File: src/rtl/txn_pkg.sv
// rtl/txn_pkg.sv - shared status codes and FSM state encodings for the transaction engine
//
// Purpose: common definitions imported by txn_engine_if, txn_key_hash and txn_engine.
//   STATUS_W      : width of the status code
//   ST_OK..ST_BAD_KEY : status codes reported with done
//   state_t       : transaction FSM states (IDLE, CHECK, HASH, COMMIT, DONE)
package txn_pkg;

  localparam int STATUS_W = 3;

  localparam logic [STATUS_W-1:0] ST_OK        = 3'd0;
  localparam logic [STATUS_W-1:0] ST_BAD_INDEX = 3'd1;
  localparam logic [STATUS_W-1:0] ST_SAME_ACCT = 3'd2;
  localparam logic [STATUS_W-1:0] ST_NO_FUNDS  = 3'd3;
  localparam logic [STATUS_W-1:0] ST_OVERFLOW  = 3'd4;
  localparam logic [STATUS_W-1:0] ST_BAD_KEY   = 3'd5;

  typedef enum logic [2:0] {
    IDLE   = 3'd0,
    CHECK  = 3'd1,
    HASH   = 3'd2,
    COMMIT = 3'd3,
    DONE   = 3'd4
  } state_t;

endpackage

File: src/rtl/txn_engine_if.sv
// rtl/txn_engine_if.sv - controller-side bus of the transaction engine
//
// Purpose: groups the account-file load, transfer request and result signals.
// Signals:
//   load_state, balances_in, pubkeys_in : register-file load (IDLE only)
//   random_table                        : per-round hash constants
//   start, sender, receiver, amount, priv_key : transfer request
//   busy, done, status, balances_out    : engine result
// Modports: master = controller side, slave = engine side.
interface txn_engine_if
  import txn_pkg::*;
#(
  parameter int NUM_PLAYERS = 4,
  parameter int AMT_W       = 8,
  parameter int KEY_W       = 8,
  parameter int HASH_ROUNDS = 4,
  parameter int IDX_W       = $clog2(NUM_PLAYERS)
);

  logic                           load_state;
  logic [NUM_PLAYERS*AMT_W-1:0]   balances_in;
  logic [NUM_PLAYERS*KEY_W-1:0]   pubkeys_in;
  logic [HASH_ROUNDS*KEY_W-1:0]   random_table;
  logic                           start;
  logic [IDX_W-1:0]               sender;
  logic [IDX_W-1:0]               receiver;
  logic [AMT_W-1:0]               amount;
  logic [KEY_W-1:0]               priv_key;
  logic                           busy;
  logic                           done;
  logic [STATUS_W-1:0]            status;
  logic [NUM_PLAYERS*AMT_W-1:0]   balances_out;

  modport master (
    output load_state, balances_in, pubkeys_in, random_table,
    output start, sender, receiver, amount, priv_key,
    input  busy, done, status, balances_out
  );

  modport slave (
    input  load_state, balances_in, pubkeys_in, random_table,
    input  start, sender, receiver, amount, priv_key,
    output busy, done, status, balances_out
  );

endinterface

File: src/rtl/txn_key_hash.sv
// rtl/txn_key_hash.sv - iterative rotate-xor key hasher
//
// Purpose: h <= rotl(h,1) ^ random_table[round] for HASH_ROUNDS rounds.
// Ports:
//   clock, reset  : clock, synchronous active-high reset
//   go            : load key_in and restart at round 0
//   key_in        : starting value of h
//   random_table  : per-round constants, round r at [r*KEY_W +: KEY_W]
//   key_out       : h after the current round (final hash when hash_done=1)
//   hash_done     : high during the cycle that computes the last round
// KEY_W must be at least 2.
module txn_key_hash #(
  parameter int KEY_W       = 8,
  parameter int HASH_ROUNDS = 4
) (
  input  logic                         clock,
  input  logic                         reset,
  input  logic                         go,
  input  logic [KEY_W-1:0]             key_in,
  input  logic [HASH_ROUNDS*KEY_W-1:0] random_table,
  output logic [KEY_W-1:0]             key_out,
  output logic                         hash_done
);

  localparam int RND_W = $clog2(HASH_ROUNDS + 1);
  localparam logic [RND_W-1:0] LAST_ROUND = RND_W'(HASH_ROUNDS - 1);

  logic [KEY_W-1:0] r_h;
  logic [RND_W-1:0] r_round;
  logic             r_active;

  logic [KEY_W-1:0] w_const;
  logic [KEY_W-1:0] w_h_next;
  logic             w_last;

  assign w_const  = random_table[int'(r_round)*KEY_W +: KEY_W];
  assign w_h_next = {r_h[KEY_W-2:0], r_h[KEY_W-1]} ^ w_const;
  assign w_last   = r_active && (r_round == LAST_ROUND);

  // The last round is presented combinationally so the caller can compare
  // and leave HASH on the same edge, giving exactly HASH_ROUNDS cycles there.
  assign key_out   = w_h_next;
  assign hash_done = w_last;

  always_ff @(posedge clock) begin
    if (reset) begin
      r_h      <= '0;
      r_round  <= '0;
      r_active <= 1'b0;
    end else if (go) begin
      r_h      <= key_in;
      r_round  <= '0;
      r_active <= 1'b1;
    end else if (w_last) begin
      r_active <= 1'b0;
    end else if (r_active) begin
      r_h     <= w_h_next;
      r_round <= r_round + 1'b1;
    end
  end

endmodule

File: src/rtl/txn_engine.sv
// rtl/txn_engine.sv - multi-account transfer engine with key check and commit
//
// Purpose: holds balances/public keys and runs CHECK -> HASH -> COMMIT -> DONE.
// Ports:
//   clock, reset : clock, synchronous active-high reset
//   bus          : txn_engine_if.slave (load, request, busy/done/status, balances_out)
// Optional macro TXN_FEE_EN: adds parameter FEE; sender pays amount+FEE, fee is burned.
module txn_engine
  import txn_pkg::*;
#(
  parameter int NUM_PLAYERS = 4,
  parameter int AMT_W       = 8,
  parameter int KEY_W       = 8,
  parameter int HASH_ROUNDS = 4,
  parameter int IDX_W       = $clog2(NUM_PLAYERS)
`ifdef TXN_FEE_EN
  ,
  parameter int FEE         = 1
`endif
) (
  input  logic         clock,
  input  logic         reset,
  txn_engine_if.slave  bus
);

  localparam int SEL_W = (NUM_PLAYERS > 1) ? $clog2(NUM_PLAYERS) : 1;
  localparam logic [IDX_W:0] NP = (IDX_W + 1)'(NUM_PLAYERS);

  state_t              r_state;
  logic                r_busy;
  logic                r_done;
  logic [STATUS_W-1:0] r_status;
  logic [AMT_W-1:0]    r_bal [NUM_PLAYERS];
  logic [KEY_W-1:0]    r_pub [NUM_PLAYERS];
  logic [IDX_W-1:0]    r_sender;
  logic [IDX_W-1:0]    r_receiver;
  logic [AMT_W-1:0]    r_amount;
  logic [KEY_W-1:0]    r_priv_key;

  logic [SEL_W-1:0]    w_s_sel;
  logic [SEL_W-1:0]    w_r_sel;
  logic [AMT_W-1:0]    w_bal_s;
  logic [AMT_W-1:0]    w_bal_r;
  logic [AMT_W:0]      w_debit;
  logic [AMT_W:0]      w_credit_sum;
  logic [STATUS_W-1:0] w_chk_status;
  logic                w_hash_go;
  logic                w_hash_done;
  logic [KEY_W-1:0]    w_key_out;

  // Out-of-range indices still select some entry here; the result is only
  // used once the index check has passed.
  assign w_s_sel = r_sender[SEL_W-1:0];
  assign w_r_sel = r_receiver[SEL_W-1:0];
  assign w_bal_s = r_bal[w_s_sel];
  assign w_bal_r = r_bal[w_r_sel];

`ifdef TXN_FEE_EN
  assign w_debit = {1'b0, r_amount} + (AMT_W + 1)'(FEE);
`else
  assign w_debit = {1'b0, r_amount};
`endif
  assign w_credit_sum = {1'b0, w_bal_r} + {1'b0, r_amount};

  always_comb begin
    w_chk_status = ST_OK;
    if (({1'b0, r_sender} >= NP) || ({1'b0, r_receiver} >= NP)) begin
      w_chk_status = ST_BAD_INDEX;
    end else if (r_sender == r_receiver) begin
      w_chk_status = ST_SAME_ACCT;
    end else if (w_debit > {1'b0, w_bal_s}) begin
      w_chk_status = ST_NO_FUNDS;
    end else if (w_credit_sum[AMT_W]) begin
      w_chk_status = ST_OVERFLOW;
    end
  end

  assign w_hash_go = (r_state == CHECK) && (w_chk_status == ST_OK);

  txn_key_hash #(
    .KEY_W       (KEY_W),
    .HASH_ROUNDS (HASH_ROUNDS)
  ) u_key_hash (
    .clock        (clock),
    .reset        (reset),
    .go           (w_hash_go),
    .key_in       (r_priv_key),
    .random_table (bus.random_table),
    .key_out      (w_key_out),
    .hash_done    (w_hash_done)
  );

  always_ff @(posedge clock) begin
    if (reset) begin
      r_state    <= IDLE;
      r_busy     <= 1'b0;
      r_done     <= 1'b0;
      r_status   <= ST_OK;
      r_sender   <= '0;
      r_receiver <= '0;
      r_amount   <= '0;
      r_priv_key <= '0;
      for (int i = 0; i < NUM_PLAYERS; i++) begin
        r_bal[i] <= '0;
        r_pub[i] <= '0;
      end
    end else begin
      r_done <= 1'b0;
      case (r_state)
        IDLE: begin
          // start wins over a simultaneous load_state
          if (bus.start) begin
            r_sender   <= bus.sender;
            r_receiver <= bus.receiver;
            r_amount   <= bus.amount;
            r_priv_key <= bus.priv_key;
            r_busy     <= 1'b1;
            r_state    <= CHECK;
          end else if (bus.load_state) begin
            for (int i = 0; i < NUM_PLAYERS; i++) begin
              r_bal[i] <= bus.balances_in[i*AMT_W +: AMT_W];
              r_pub[i] <= bus.pubkeys_in[i*KEY_W +: KEY_W];
            end
          end
        end
        CHECK: begin
          if (w_chk_status != ST_OK) begin
            r_status <= w_chk_status;
            r_done   <= 1'b1;
            r_state  <= DONE;
          end else begin
            r_state <= HASH;
          end
        end
        HASH: begin
          if (w_hash_done) begin
            if (w_key_out == r_pub[w_s_sel]) begin
              r_state <= COMMIT;
            end else begin
              r_status <= ST_BAD_KEY;
              r_done   <= 1'b1;
              r_state  <= DONE;
            end
          end
        end
        COMMIT: begin
          r_bal[w_s_sel] <= w_bal_s - w_debit[AMT_W-1:0];
          r_bal[w_r_sel] <= w_credit_sum[AMT_W-1:0];
          r_status       <= ST_OK;
          r_done         <= 1'b1;
          r_state        <= DONE;
        end
        DONE: begin
          r_busy  <= 1'b0;
          r_state <= IDLE;
        end
        default: begin
          r_busy  <= 1'b0;
          r_state <= IDLE;
        end
      endcase
    end
  end

  assign bus.busy   = r_busy;
  assign bus.done   = r_done;
  assign bus.status = r_status;

  for (genvar g = 0; g < NUM_PLAYERS; g++) begin : g_bal_out
    assign bus.balances_out[g*AMT_W +: AMT_W] = r_bal[g];
  end

endmodule

File: src/flat_wrapper.sv
// flat-port wrapper written by rule: the top's interface ports become plain ports
module txn_engine_flat import txn_pkg::*;
#(
  parameter int NUM_PLAYERS = 4,
  parameter int AMT_W       = 8,
  parameter int KEY_W       = 8,
  parameter int HASH_ROUNDS = 4,
  parameter int IDX_W       = $clog2(NUM_PLAYERS)

)
  (clock, reset, bus_load_state, bus_balances_in, bus_pubkeys_in, bus_random_table, bus_start, bus_sender, bus_receiver, bus_amount, bus_priv_key, bus_busy, bus_done, bus_status, bus_balances_out);
  txn_engine_if #(.NUM_PLAYERS(NUM_PLAYERS), .AMT_W(AMT_W), .KEY_W(KEY_W), .HASH_ROUNDS(HASH_ROUNDS), .IDX_W(IDX_W)) bus_i ();
  input  logic clock;
  input  logic reset;
  input wire logic [$bits(bus_i.load_state)-1:0] bus_load_state;
  input wire logic [$bits(bus_i.balances_in)-1:0] bus_balances_in;
  input wire logic [$bits(bus_i.pubkeys_in)-1:0] bus_pubkeys_in;
  input wire logic [$bits(bus_i.random_table)-1:0] bus_random_table;
  input wire logic [$bits(bus_i.start)-1:0] bus_start;
  input wire logic [$bits(bus_i.sender)-1:0] bus_sender;
  input wire logic [$bits(bus_i.receiver)-1:0] bus_receiver;
  input wire logic [$bits(bus_i.amount)-1:0] bus_amount;
  input wire logic [$bits(bus_i.priv_key)-1:0] bus_priv_key;
  output wire logic [$bits(bus_i.busy)-1:0] bus_busy;
  output wire logic [$bits(bus_i.done)-1:0] bus_done;
  output wire logic [$bits(bus_i.status)-1:0] bus_status;
  output wire logic [$bits(bus_i.balances_out)-1:0] bus_balances_out;
  assign bus_i.load_state = bus_load_state;
  assign bus_i.balances_in = bus_balances_in;
  assign bus_i.pubkeys_in = bus_pubkeys_in;
  assign bus_i.random_table = bus_random_table;
  assign bus_i.start = bus_start;
  assign bus_i.sender = bus_sender;
  assign bus_i.receiver = bus_receiver;
  assign bus_i.amount = bus_amount;
  assign bus_i.priv_key = bus_priv_key;
  assign bus_busy = bus_i.busy;
  assign bus_done = bus_i.done;
  assign bus_status = bus_i.status;
  assign bus_balances_out = bus_i.balances_out;
  txn_engine #(.NUM_PLAYERS(NUM_PLAYERS), .AMT_W(AMT_W), .KEY_W(KEY_W), .HASH_ROUNDS(HASH_ROUNDS), .IDX_W(IDX_W)) u_core (.clock(clock), .reset(reset), .bus(bus_i));
endmodule
File: config.mk
export PLATFORM = sky130hd
export DESIGN_NAME = txn_engine_flat
export DESIGN_NICKNAME = d
export VERILOG_FILES = /design/src/rtl/txn_pkg.sv /design/src/rtl/txn_engine_if.sv /design/src/rtl/txn_key_hash.sv /design/src/rtl/txn_engine.sv /design/src/flat_wrapper.sv
export SDC_FILE = /design/constraint.sdc
export NUM_CORES = 1
export LEC_CHECK = 0
export CELL_PAD_IN_SITES_DETAIL_PLACEMENT = 1
export CELL_PAD_IN_SITES_GLOBAL_PLACEMENT = 1
export CORE_ASPECT_RATIO = 1.75
export CORE_MARGIN = 2
export CORE_UTILIZATION = 28
export CTS_CLUSTER_SIZE = 14
export DETAILED_ROUTE_END_ITERATION = 10
export GPL_TIMING_DRIVEN = 1
export MAX_ROUTING_LAYER = met4
export PLACE_DENSITY_LB_ADDON = 0.1
export SETUP_SLACK_MARGIN = 0.05
export SLEW_MARGIN = 20
export SYNTH_ARGS = -nofsm -noshare
export SYNTH_HDL_FRONTEND = slang
export SYNTH_HIERARCHICAL = 1
export SYNTH_SLANG_ARGS = --single-unit
File: constraint.sdc
create_clock -name clock -period 4 [get_ports clock]
set_input_delay 0.8 -clock clock [delete_from_list [all_inputs] [get_ports clock]]
set_output_delay 0.8 -clock clock [all_outputs]
set_load 0.1 [all_outputs]
# Word level (Yosys, flattened, before mapping)
# Memory sizes are Yosys's and may differ from the RTL's. A register that Yosys moved wholly into a read port is not among the register bits.
# Index checks and enable logic that the tools add are counted.
# Widths: inputs -> output; s select.
[classes]
n_addsub = 3
order_cmp = 1
n_mux = 53
n_bitwise = 11
n_reduce_logical = 18
n_eq_ne = 11
n_shift = 1
[op_table]
columns = ["cell", "count"]
rows = [
  ["$mux 8", 13],
  ["$shiftx 32x7->8", 1],
  ["$mux 3", 10],
  ["$mux 1", 18],
  ["$mux 2", 8],
  ["$reduce_or 8->1", 2],
  ["$pmux 3 s4", 1],
  ["$ne 2x2->1 const B", 5],
  ["$reduce_and 2->1", 5],
  ["$add 8x8->9", 1],
  ["$eq 3x2->1 const B", 3],
  ["$pmux 3 s3", 1],
  ["$eq 8x8->1", 1],
  ["$gt 8x8->1", 1],
  ["$or 1x1->1", 8],
  ["$sub 8x8->8", 1],
  ["$xor 8x8->8", 1],
  ["$logic_not 3->1", 2],
  ["$reduce_bool 3->1", 2],
  ["$reduce_and 4->1", 1],
  ["$reduce_bool 2->1", 2],
  ["$add 3x1->3 const B", 1],
  ["$eq 3x1->1 const B", 1],
  ["$pmux 1 s3", 1],
  ["other kinds (6)", 8],
]
[totals]
in_bits = 120
regBits = 40
n_memories = 2
ramBits = 64
out_inout_bits = 37
wordCells = 111
[mem_list]
columns = ["memory", "depth", "width", "read_ports", "rd_clocked_by_memory_dff", "wr", "line_no", "text"]
rows = [
  ["u_core.r_bal", 4, 8, 6, 2, 4, "txn_engine.sv:33", "logic [AMT_W-1:0] r_bal [NUM_PLAYERS];"],
  ["u_core.r_pub", 4, 8, 1, 1, 4, "txn_engine.sv:34", "logic [KEY_W-1:0] r_pub [NUM_PLAYERS];"],
]

# Logic depth before layout (Yosys ltp)
[depth]
ltp_word = 8
mapped_depth = 15
depth_no_buf = 12

# Cells and area by module
# Netlist, hierarchy kept.
[modules_own_cells]
columns = ["mod", "cells_per_inst", "seq_area_each_um2", "n_inst", "area_each_um2"]
rows = [
  ["txn_engine", 511, 2562.5, 1, 5346.4],
  ["txn_key_hash", 93, 240.2, 1, 885.8],
]

# Least setup slack after synthesis
# OpenSTA, ideal clock, no wires.
[synth_timing]
kind = "reg-to-reg"
from = "memory u_core.r_bal[1][0]"
to = "register u_core.u_key_hash.r_h[0]"
path_slack_ps = 463
path_stages_with_launch = 14
setup_ps = 71
synth_period_minus_slack_ps = 3537
arrival_time_ps = 3466
n_path_buf = 1
t_required_ps = 3929
cell_sequence = "edfxtp_1 -> mux4_2 -> inv_1 -> ha_1 -> fa_1 -> nand2b_1 -> a21o_1 -> a211oi_1 -> o211ai_1 -> nor2_1 -> clkbuf_1 -> and2_1 -> a31oi_1 -> o2bb2ai_1"
[synth_rtl]
columns = ["element", "line_no", "text"]
rows = [
  ["start: declaration", "txn_engine.sv:33", ""],
  ["end signal: assignment", "txn_key_hash.sv:51", "r_h <= key_in;"],
  ["end signal: assignment", "txn_key_hash.sv:57", "r_h <= w_h_next;"],
  ["end: declaration", "txn_key_hash.sv:28", "logic [KEY_W-1:0] r_h;"],
]

==> results.toml <==
[synthesis]
dominantRegCellSynth = "edfxtp_1"
syn-cell-area_mm2 = 0.00623
synth_sequential_area_ratio = 0.450
synthesis.instances = 604
synthTopCellsByArea = "edfxtp_1 31%, dfxtp_1 14%, mux4_2 7.2%"
ys_seq_elements = 108
synth_top_cell_by_area = "edfxtp_1"
postSynthNetCount = 744
synth_cell_type_count = 53
synth-edff-count = 64
yosys.area.top_type_share = 0.308
avgSynthCellArea_um2 = 10.3
ys_async_sr_fraction = 0
ys_warn_count = 6

[timing]
timing.final.setup_violations = 0
worstMarginPinSlew_ns = 1.04
worst_clock_skew_ns = 0.00522
period_needed_ns = 3.59
relative_slew_margins = 0.302
setup_slack_ns = 0.407
final-hold-violation-count = 0
final-max-slew-violation-count = 0
period_share = 0.898
timing.setup.tns_ns = 0
grt_setup_unrepaired = "no"
max_freq_mhz = 278

[final_layout]
area_growth_syn_to_layout_pct = 34.9
num_antenna_cells = 0
final_cell_count_no_fill = 1053
multiInputGateArea_mm2 = 0.00319
final_net_count = 892
fillers = 2492
final_layout_size_suffix_gt1_frac = 0.0806
regArea_mm2 = 0.00280

[clocking]
tritoncts_clock_tree = "built"
cts_num_sinks = 108
cts_root_buf = "clkbuf_16"
cts.path.max_buffers = 2
cts_max_level = 3
worst_skew_pair.late_latency_ns = 0.35
postCtsResizedCells = 0
clock_transition_at_path_regs_ns = 0.08
numCtsBuffers = 9
cts_setup_buffers = 0
cts.hold.buffers_added = 0

[power_and_ir_drop]
leakagePower_nw = 3.06
ir_worst_vdd_v = 0.000153
power-per-cell-area_mw_per_mm2 = 376

[worst_setup_path]
reg2reg_slack_ns = 0.41
worst_setup_path_start_kind = "flip-flop"
cp_max_fo = 9
worst-setup-path-type = "reg2reg"
setup.worst_path.end_class = "flip-flop"
cp.required_ns = 4.23
crit_arrival_ns = 3.83

[floorplanning]
floorplan.initialDensity = 0.284
boundaryPins = 157
die_area_mm2 = 0.0235
core_area_mm2 = 0.0220
core.rowCount = 72
chipHeight_um = 201
die_w_um = 117

[placement]
detailed_place_hpwl_um = 19100
gp_congestion = 0.872
place_inst = 1037
preCtsSetupSlack_ns = 0.409
placement.io_buffers = 156

[route]
post_drt_wl_per_cell_um = 22.1
wirelength_routed_um = 23300
detailroute.via_count = 5359
drtIter0Drc = 230
drt_pass1_iterations = 4
via_per_inst = 5.09
postRouteAntennaNets = 0
detail_route.drc_violations = 0

[global_routing]
gr-usage-all-layers = 0.209
grt_remaining_overflow = 0
grt_pass1_vias = 5929
largest_net_degree_at_the_start_of_global_routing = 40
grt_pass1_wl_um = 34900
grt_antenna_before_repair = 0

[run_status]
run_status = "finished clean"

[job]
max_cap_viol_count = 0

[hold_path]
type_of_the_worst_min_delay_path = "reg2reg"
## metal layers
| metal | vias to the layer above | routed length, um | GRT usage |
|---|---|---|---|
| met1 | 2637 | 7710 | 0.195 |
| met4 | 0 | 883 | 0.0916 |
| li1 | 2503 | - | - |
| met2 | 174 | 13700 | 0.407 |
| met5 | - | 0 | - |
| met3 | 45 | 1020 | 0.0268 |
## cell families (layout without fill, tap and decap cells)
family / after synthesis / after routing / synth area share
muxes: 45 / 45 / 0.118
AOI/OAI and AO/OA: 142 / 142 / 0.145
DFF: 108 / 108 / 0.450
and+or+nand+nor: 206 / 206 / 0.159
xor gates and xnor gates: 32 / 32 / 0.0462
buffers and inverters: 51 / 204 / 0.0397
adders and majority gates: 20 / 20 / 0.0426
## critical path, cell delays in order, from the launching register on
cell and delay, ns:
dfxtp_1 0.75, mux4_2 0.35, inv_1 0.04, ha_1 0.20, fa_1 0.41, nand2b_1 0.20, a21o_1 0.19, a211oi_1 0.33
o211ai_1 0.19, nor2_1 0.18, clkinv_1 0.27, a31oi_1 0.25, o2bb2ai_1 0.10
## sequential cells by signal, summed over array words and instances (netlist names), named ones only
register,flops
u_core/r_state,3
u_core/r_bal,32
u_core/bus.status,3
u_core/bus.busy,1
u_core/u_key_hash/r_h,8
u_core/r_sender,2
u_core/r_amount,8
u_core/r_pub,32
u_core/u_key_hash/r_round,3
u_core/bus.done,1
u_core/r_priv_key,8
u_core/u_key_hash/r_active,1
u_core/r_receiver,2
## metrics by stage
stage	cell area (um2)	power, mW	util	hold WS (ns)
finish	8410	3.16	0.383	0.473
global route	8410	3.30	0.383	0.510
CTS	8410	3.21	0.383	0.486
detailed placement	8110	2.28	0.369	0.477
global placement	8110	2.27	0.369	0.466
floorplan	6230	1.91	-	0.432
## power by group
group / switching (mW) / internal [mW] / leakage [nW]
registers: 0.0743 / 1.26 / 1.04
logic: 0.567 / 0.345 / 1.88
clock network: 0.426 / 0.491 / 0.145
## cell type report
| class | instances | area share |
|---|---|---|
| clock buffers | 9 | 0.0268 |
| clock inverters | 7 | 0.00893 |
| repair buffers | 173 | 0.201 |
| flip-flops and latches | 108 | 0.333 |
| multi-input cells | 445 | 0.379 |
| well taps | 296 | 0.0440 |
| inverters | 15 | 0.00670 |
## final timing paths
path | startpoint | to | cells after the start
worst min-delay path | u_core/bus.busy$_SDFFE_PP0P_ | u_core/bus.busy$_SDFFE_PP0P_ | 2
worst max-delay path | flip-flop | u_core/u_key_hash/r_h[3]$_SDFFE_PP0P_ | 12
worst min register to register | u_core/bus.busy$_SDFFE_PP0P_ | u_core/bus.busy$_SDFFE_PP0P_ | 2
worst max register to register | flip-flop | u_core/u_key_hash/r_h[3]$_SDFFE_PP0P_ | 12
## Yosys cell counts, types with 5 or more instances
cell type	instances
a21oi_1	56
a221oi_1	7
a22oi_1	10
a31oi_1	13
and2_1	43
buf_2	5
clkbuf_1	22
dfxtp_1	44
edfxtp_1	64
ha_1	18
inv_1	14
mux2i_1	23
mux4_2	20
nand2_1	77
nand2b_1	6
nand3_1	7
nor2_1	41
nor2b_1	5
nor3_1	9
o211ai_1	5
o21ai_0	18
o22ai_1	7
o2bb2ai_1	8
xnor2_1	10
xor2_1	21
## placed cells by master, fill, tap and decap left out, drive strengths merged, types with 11 or more instances in the layout
| cell type | synthesis | final |
|---|---|---|
| clkdlybuf4s50 | 0 | 156 |
| nand2 | 77 | 77 |
| edfxtp | 64 | 64 |
| a21oi | 56 | 56 |
| dfxtp | 44 | 44 |
| and2 | 43 | 43 |
| nor2 | 41 | 41 |
| mux2i | 23 | 23 |
| xor2 | 22 | 22 |
| mux4 | 22 | 22 |
| o21ai | 18 | 18 |
| ha | 18 | 18 |
| buf | 14 | 17 |
| inv | 14 | 16 |
| a31oi | 13 | 13 |
| nor3 | 11 | 11 |
Note: power is estimated with default switching activity, not from simulation.
